`src/rtl/mem_arbiter_pkg.sv`:
```
// Shared types and defaults for the memory arbiter: response-owner encoding,
// datapath widths and the default starvation limit.
package mem_arbiter_pkg;

  localparam int AW             = 24;
  localparam int DW             = 24;
  localparam int STARVE_MAX_DEF = 4;

  // Which requester owns the read data returning in the cycle after issue.
  typedef enum logic [1:0] {
    OWN_NONE = 2'd0,
    OWN_IF   = 2'd1,
    OWN_MA   = 2'd2
  } owner_e;

  // Everything about an issued access that the response cycle needs to know.
  typedef struct packed {
    owner_e owner;
    logic   store;     // MA access was a store: ack only, no read data
    logic   if_flush;  // IF fetch was flushed in its own issue cycle
  } resp_tag_t;

endpackage

```
`src/rtl/mem_arbiter.sv`:
```
// Two-requester arbiter (instruction fetch vs. load/store) in front of a
// single-port memory with one-cycle read latency. MA has priority, but IF is
// guaranteed a slot once MA has won STARVE_MAX times in a row against it.
module mem_arbiter
  import mem_arbiter_pkg::*;
#(
  parameter int STARVE_MAX = STARVE_MAX_DEF
) (
  input  logic          clk,
  input  logic          rst,
  input  logic          if_req_in,
  input  logic [AW-1:0] if_addr_in,
  output logic          if_gnt_out,
  output logic          if_valid_out,
  output logic [DW-1:0] if_rdata_out,
  input  logic          ma_req_in,
  input  logic          ma_we_in,
  input  logic [AW-1:0] ma_addr_in,
  input  logic [DW-1:0] ma_wdata_in,
  output logic          ma_gnt_out,
  output logic          ma_valid_out,
  output logic [DW-1:0] ma_rdata_out,
  input  logic          flush_in,
  output logic          mem_en_out,
  output logic          mem_we_out,
  output logic [AW-1:0] mem_addr_out,
  output logic [DW-1:0] mem_wdata_out,
  input  logic [DW-1:0] mem_rdata_in
);

  localparam int CW = (STARVE_MAX < 1) ? 1 : $clog2(STARVE_MAX + 1);
  localparam logic [CW-1:0] SMAX = CW'(STARVE_MAX);

  logic [CW-1:0] starve_q, starve_d;
  resp_tag_t     tag_q, tag_d;
  logic          if_win, if_gnt, ma_gnt;

  // Arbitration: IF only beats a concurrent MA request once starvation saturates.
  // Grants are forced low while reset is held.
  always_comb begin
    if_win = if_req_in && (!ma_req_in || (starve_q == SMAX));
    if_gnt = !rst && if_win;
    ma_gnt = !rst && ma_req_in && !if_win;
  end

  // Starvation counter: counts MA wins over a waiting IF, cleared once IF is
  // served or stops asking.
  always_comb begin
    starve_d = starve_q;
    if (!if_req_in || if_gnt)
      starve_d = '0;
    else if (ma_gnt && (starve_q != SMAX))
      starve_d = starve_q + CW'(1);
  end

  // Response tag for the access issued this cycle.
  always_comb begin
    tag_d          = '0;
    tag_d.owner    = if_gnt ? OWN_IF : (ma_gnt ? OWN_MA : OWN_NONE);
    tag_d.store    = ma_gnt && ma_we_in;
    tag_d.if_flush = if_gnt && flush_in;
  end

  // Arbitration state; reset drops any in-flight response.
  always_ff @(posedge clk or posedge rst) begin
    if (rst) begin
      starve_q <= '0;
      tag_q    <= '0;
    end else begin
      starve_q <= starve_d;
      tag_q    <= tag_d;
    end
  end

  // Memory command and grants, driven from the selected requester.
  always_comb begin
    if_gnt_out    = if_gnt;
    ma_gnt_out    = ma_gnt;
    mem_en_out    = if_gnt || ma_gnt;
    mem_we_out    = ma_gnt && ma_we_in;
    mem_addr_out  = '0;
    mem_wdata_out = '0;
    if (if_gnt) begin
      mem_addr_out  = if_addr_in;
    end else if (ma_gnt) begin
      mem_addr_out  = ma_addr_in;
      mem_wdata_out = ma_wdata_in;
    end
  end

  // Response steering: only the owner sees read data; a flush in either the
  // issue or the response cycle hides the fetch result.
  always_comb begin
    if_valid_out = 1'b0;
    if_rdata_out = '0;
    ma_valid_out = 1'b0;
    ma_rdata_out = '0;
    if (!rst) begin
      if (tag_q.owner == OWN_IF) begin
        if_valid_out = !tag_q.if_flush && !flush_in;
        if_rdata_out = mem_rdata_in;
      end
      if (tag_q.owner == OWN_MA) begin
        ma_valid_out = 1'b1;
        ma_rdata_out = tag_q.store ? '0 : mem_rdata_in;
      end
    end
  end

endmodule

```
`config.mk`:
```
export PLATFORM = sky130hd
export DESIGN_NAME = mem_arbiter
export DESIGN_NICKNAME = d
export VERILOG_FILES = /design/src/rtl/mem_arbiter_pkg.sv /design/src/rtl/mem_arbiter.sv
export SDC_FILE = /design/constraint.sdc
export NUM_CORES = 1
export LEC_CHECK = 0
export ABC_AREA = 0
export CORE_AREA = 2 2 80 82
export CTS_BUF_LIST = sky130_fd_sc_hd__clkbuf_4
export DETAILED_ROUTE_END_ITERATION = 7
export DIE_AREA = 0 0 82 84
export DONT_BUFFER_PORTS = 1
export PLACE_DENSITY = 0.44
export SKIP_CTS_REPAIR_TIMING = 1
export SLEW_MARGIN = 20
export SYNTH_ARGS = -nofsm -noshare
export SYNTH_HDL_FRONTEND = slang
export SYNTH_SLANG_ARGS = --single-unit
```
`constraint.sdc`:
```
create_clock -name clk -period 1.8 [get_ports clk]
set_input_delay 0.36 -clock clk [delete_from_list [all_inputs] [get_ports clk]]
set_output_delay 0.36 -clock clk [all_outputs]
set_load 0.05 [all_outputs]
```
==> reports/results.ini <==
[critical_path]
critPathMaxStageDelay_ps = 360
slowest_stage = dfrtp_1
cp.required_ps = 1440
worstPathCellList = inv_2, ha_4, buf_4, a31oi_4, buf_12, clkbuf_16, and2_4
critPathCaptureType = primary output
worstSetupPathType = reg2out
start_kind = flop
cp_max_fo = 13
arrival_ps = 1730

[floorplan]
start_util_pct = 18.2
die_w_um = 82
io_pins = 204
die_area_sq_um = 6890
coreArea_sq_um = 6100
dieHeight_um = 84
fp-row-count = 29

[placed_design]
portBuffers = 0
gp_congestion = 0.865
pre_cts_ws_ps = -24.9
dp_hpwl_um = 4030

[synthesis]
synth_seq_cells = 7
synth.area.top_cells = a22o_1, nor2_1, dfrtp_1
yosys.area.top_type = a22o_1
ys_types = 24
syn_nets = 275
avgSynthCellArea_sq_um = 6.50
synth-seq-area-share_pct = 15.7
syn_inst = 171
yosysWarningCount = 0
synth_top_area_share_pct = 18.9
synth.cell_area_sq_um = 1110

[grt]
grt_max_degree = 51
grt_pass1_wl_um = 6670
grt_pass1_vias = 1278
grt_usage_pct = 12.3
overflow = 0
antenna_found_initial = 0

[timing]
tns_ps = -14160
hold_viol = 0
rsz0062_at_grt = true
period_share_pct = 116
maxSlewViolCount = 0
fmax_mhz = 479
timing.hold.ws_ps = 14.7
slew_headroom_pct = 77.8
fin_crit_ps = 2090
fin_ws_ps = -289
setup_viol = 75
worstMarginPinSlew_ps = 333
skew_ps = 3.46

[drt]
vias = 1488
first_iter_violations = 35
drtAntennaViolNets = 0
routed_wl_um = 5800
vias_per_cell = 4.85
drt_pass1_iterations = 4
drc_errors = 0
route.detailed.wl_per_inst_um = 18.9

[flow_run]
cap_viol_max_count = 0

[power]
leakagePower_nw = 1.14
ir_drop_mv = 0.206
power_density_nw_per_um2 = 392

[status]
violations = negative setup slack
status = finished, violations left

[clock_network]
clk_pin_slew_ps = 50
cts_htree_levels = 1
clk_latency_ps = 250
cts_tree = built
clock_sinks = 7
cts_buffers = 3
clock_path_buffers = 2
cts_root_buffer = clkbuf_4

[layout]
num-nets-final = 335
drive_above_1_share_pct = 77.0
multi_input_area_sq_um = 1400
final_cell_mix = nor2_4, nand2_1, and2_4
mostFrequentLayoutCell = nor2_4
syn_to_final_growth_pct = 145
diodes = 0
nFillCells = 563
regArea_sq_um = 175

[hold_path]
hold_path_class = in2async

==> cell usage after synthesis <==
cell type / n
nand2b_1: 1
clkinv_1: 1
ha_1: 2
nor2_1: 50
dfrtp_1: 7
or3b_2: 1
a22o_1: 24
nor3b_4: 1
inv_1: 2
nand2b_4: 1
o21ai_0: 1
nand3_1: 2
a31oi_2: 1
clkbuf_1: 6
a21boi_2: 1
or3b_1: 1
buf_2: 6
buf_6: 4
nor4_1: 1
nor3b_1: 2
a21boi_0: 3
a31oi_1: 1
nand2_1: 26
and2_1: 26
==> worst max-delay path: cells and delay by family (launching register included) <==
kind	cells	cell delay, ps
AOI/OAI and AO/OA	1	200
DFF	1	360
adders and majority gates	1	170
buffers and inverters	4	510
and+or+nand+nor	1	240
==> state kept, by name (all words and copies together), names as in the netlist <==
register  flops
tag_q         4
starve_q      3
==> through the flow <==
| stage | util (%) | instance area (sq um) | power (mW) | instances |
|---|---|---|---|---|
| finish | 44.7 | 2730 | 1.07 | 307 |
| global route | 44.7 | 2730 | 1.11 | 307 |
| CTS | 37.2 | 2270 | 0.975 | 297 |
| detailed placement | 36.7 | 2240 | 0.811 | 293 |
| global placement | 36.7 | 2240 | 0.809 | 293 |
| floorplan | - | 1550 | 0.691 | 171 |
==> path summary, 6_finish.rpt <==
check                                         from  cells past startpoint  slack (ps)                 endpoint
setup / recovery           starve_q[0]$_DFFE_PP0P_                      7        -290        mem_wdata_out[15]
hold / removal                                 rst                      2          10       tag_q[3]$_DFF_PP0_
setup reg to reg           starve_q[0]$_DFFE_PP0P_                      6         320       tag_q[1]$_DFF_PP0_
max in group asynchronous                      rst                      2        1600       tag_q[0]$_DFF_PP0_
min in group clk                         if_req_in                      1         210       tag_q[3]$_DFF_PP0_
hold reg to reg            starve_q[0]$_DFFE_PP0P_                      3         590  starve_q[0]$_DFFE_PP0P_
==> kinds of logic (layout without fill, tap and decap cells) <==
family	Yosys count	after routing	share of synthesized area, %
buffers and inverters	19	78	9.79
AOI/OAI and AO/OA	31	31	24.1
and+or+nand+nor	112	112	48.1
adders and majority gates	2	2	2.25
DFF	7	7	15.7
==> area by class of cell <==
cell class / count / share of cell area (%)
Sequential cell: 7 / 6.42
Tap cell: 77 / 3.53
Timing Repair Buffer: 71 / 37.2
Inverter: 3 / 0.413
Multi-Input combinational cell: 145 / 51.3
Clock buffer: 4 / 1.10
==> power breakdown <==
part | switching [mW] | internal, mW
clock | 0.0579 | 0.0996
sequential | 0.00309 | 0.163
combinational | 0.479 | 0.266
==> routing by layer <==
layer | part of all wire [%] | GRT usage, %
met3 | 9.5 | 3.46
met1 | 33 | 12.5
met4 | 0.47 | 4.09
met5 | 0 | 0
met2 | 57 | 23.1
(Power assumes the default switching activity.)
==> edit, RTL diff (config.mk and constraints unchanged) <==
Reset style: synchronous (`rst`), changed in one clocked block.
--- a/src/rtl/mem_arbiter.sv
+++ b/src/rtl/mem_arbiter.sv
@@ -62,7 +62,7 @@
   end
 
   // Arbitration state; reset drops any in-flight response.
-  always_ff @(posedge clk or posedge rst) begin
+  always_ff @(posedge clk) begin
     if (rst) begin
       starve_q <= '0;
       tag_q    <= '0;
Check against the original RTL: same outputs for any inputs over 10 cycles, from zero or initial values and one cycle with rst high; that may be too few to reach the edited logic, so the function may still have changed.
==> edit against the original RTL <==
  * The flow still finishes with violations (negative setup slack)
  * Sequential cell count unchanged
  * First-iteration DRC count decreased by 31%
  * Global-route usage decreased by 0.17 points
  * Core utilization decreased by 3.3 points
  * Via count decreased by 0.40%
  * Cell count increased by 1.3%
  * Clock skew increased by 0.0017 ns
  * Area after synthesis increased by 4.6%
  * Cell area decreased by 7.4%
  * Total power decreased by 5.6%
  * Worst setup slack got worse by 0.010 ns
  * Wire length decreased by 7.2%
  * Count of clock-buffer cells in the layout unchanged
  * Largest cell class unchanged
==> edit: results (changes against the original RTL) <==
| Metric | Value |
|---|---|
| Outcome | finished, violations left |
| VDD IR-drop max | 0.000166 V (-19%) |
| Clk_lat worst skew | around 0.26 ns |
| Slew HR | 75.1% (-2.7 points) |
| R2R Setup Slk | 0.40 ns (+0.08 ns) |
| Number of synthesized flops with an enable pin | 0 (unchanged) |
| Nets@finish | 339 (+1.2%) |
| Worst setup margin | -0.300 ns (-0.0104 ns) |
| Worst r2r path cells | 6 (unchanged) |
| Post-DP HPWL | 3920 µm (-2.8%) |
| CP max FO | 8 (-5) |
| Post-synth cell types | 24 (unchanged) |
| Met2 Usage GRT | 22.9% (-0.22 points) |
| Failing checks | negative setup slack |
| Worst reg2reg startpoint | starve_q[1] |
| GR Util met3 | 3.25% (-0.22 points) |
| # port buffers | 0 (unchanged) |
| Routability congestion estimate | 0.731 (-15%) |
| Crit path DAT | approximately 1.7 ns |
| Final WL | 5380 µm (-7.2%) |
| GRT Total Usage | 12.1% (-0.17 points) |
| Layout cells sized above 1 | 80.3% (+3.4 points) |
| Metal-1 WL | 1720 µm (-9.7%) |
| Worst r2r dst | tag_q[1] |
| Largest net degree at the start of global routing | 33 (-35%) |
| Worst-case clock skew | 0.00519 ns (+0.00172 ns) |
| Antenna Nets Post-Route | 0 (unchanged) |
| Mapped Nets | 273 (-0.73%) |
| Post-synth top cells | nor2_1 (52), and2_1 (27), nand2b_1 (25) |
| Vias in the first global route | 1,342 (+5.0%) |
| Max layer used | met4 |
| Hold path depth | 1 |
| Yosys warns | 0 (unchanged) |
| Synth area leaders | a22o_2 (17%), nor2_1 (17%), and2_1 (15%) |
| Hold crit path type | input port to flip-flop |
| Hold path start | rst |
| P_int | 0.502 mW (-5.0%) |
| First-pass GRT wire length | 6460 µm (-3.2%) |
| Wire length on met2 | 2900 µm (-13%) |
| Setup violations, final | 64 (-15%) |
| Reg clk slew, reported paths | around 0.060 ns |
| Post-Route Setup TNS | -12.42 ns (+1.73 ns) |
| Initial drt markers | 24 (-31%) |
| Mean Syn Cell Area | 6.89 µm² (+5.8%) |
| Most used flip-flop cell after synthesis | dfxtp_1 |
| Sequential area share after synthesis | 12.0% (-3.7 points) |
| Met3 wire len | 699 µm (+28%) |
| Critical path launch point type | flip-flop |
| Async S/R FF share, synth | 0% (-100 points) |
| Critical Path End | mem_wdata_out[6] |
| Setup slack at placement | -0.0531 ns (-0.0282 ns) |
| Met1 Usage GRT | 11.7% (-0.78 points) |
| Leak pwr | 1.08 nW (-5.2%) |
| Via density | 4.77 (-1.7%) |
| Root cell of the clock tree | clkbuf_4 |
## edit: kinds of logic (layout without fill, tap and decap cells)
| family | count (synthesis) | count (layout) | share of synthesized area, % |
|---|---|---|---|
| fa+ha+maj | 2 | 2 | 2.15 |
| flops | 7 | 7 | 12.0 |
| simple gates | 112 | 112 | 49.5 |
| buf+inv | 19 | 84 | 10.0 |
| compound gates | 28 | 28 | 25.5 |
| mux | 1 | 1 | 0.860 |
## edit: stage by stage
stage	instances	total power, mW	area [µm²]
final	311	1.01	2520
after global routing	311	1.05	2520
after CTS	299	0.913	2040
after detailed placement	295	0.746	2010
after global placement	295	0.744	2010
after floorplan	169	0.670	1470
## edit: final cells by class
class	instances	area (µm²)
Clock buffer	4	30.0
Fill cell	599	3570
Inverter	3	11.3
Multi-Input combinational cell	143	1370
Sequential cell	7	144
Tap cell	77	96.3
Timing Repair Buffer	77	878
## edit: power by group through the flow
stage / Clock, mW / Sequential [mW] / Combinational, mW
after floorplan: 0 / 0.166 / 0.504
after global placement: 0 / 0.166 / 0.579
after detailed placement: 0 / 0.166 / 0.580
after CTS: 0.169 / 0.162 / 0.581
after global routing: 0.180 / 0.163 / 0.709
final: 0.163 / 0.163 / 0.683
## edit: critical path, stage by stage (launching register included)
cell and delay [ns]:
dfxtp_2 0.33, inv_2 0.04, ha_4 0.17, a311oi_4 0.38, buf_6 0.18, clkbuf_16 0.15
and2_4 0.23
## edit: worst min path at each step
stage | end | slack [ns]
global route | tag_q[3] | 0.17
detailed placement | tag_q[3] | 0.45
CTS | tag_q[3] | 0.17
global placement | tag_q[3] | 0.45
floorplan | starve_q[0] | 0.41
finish | tag_q[3] | 0.19
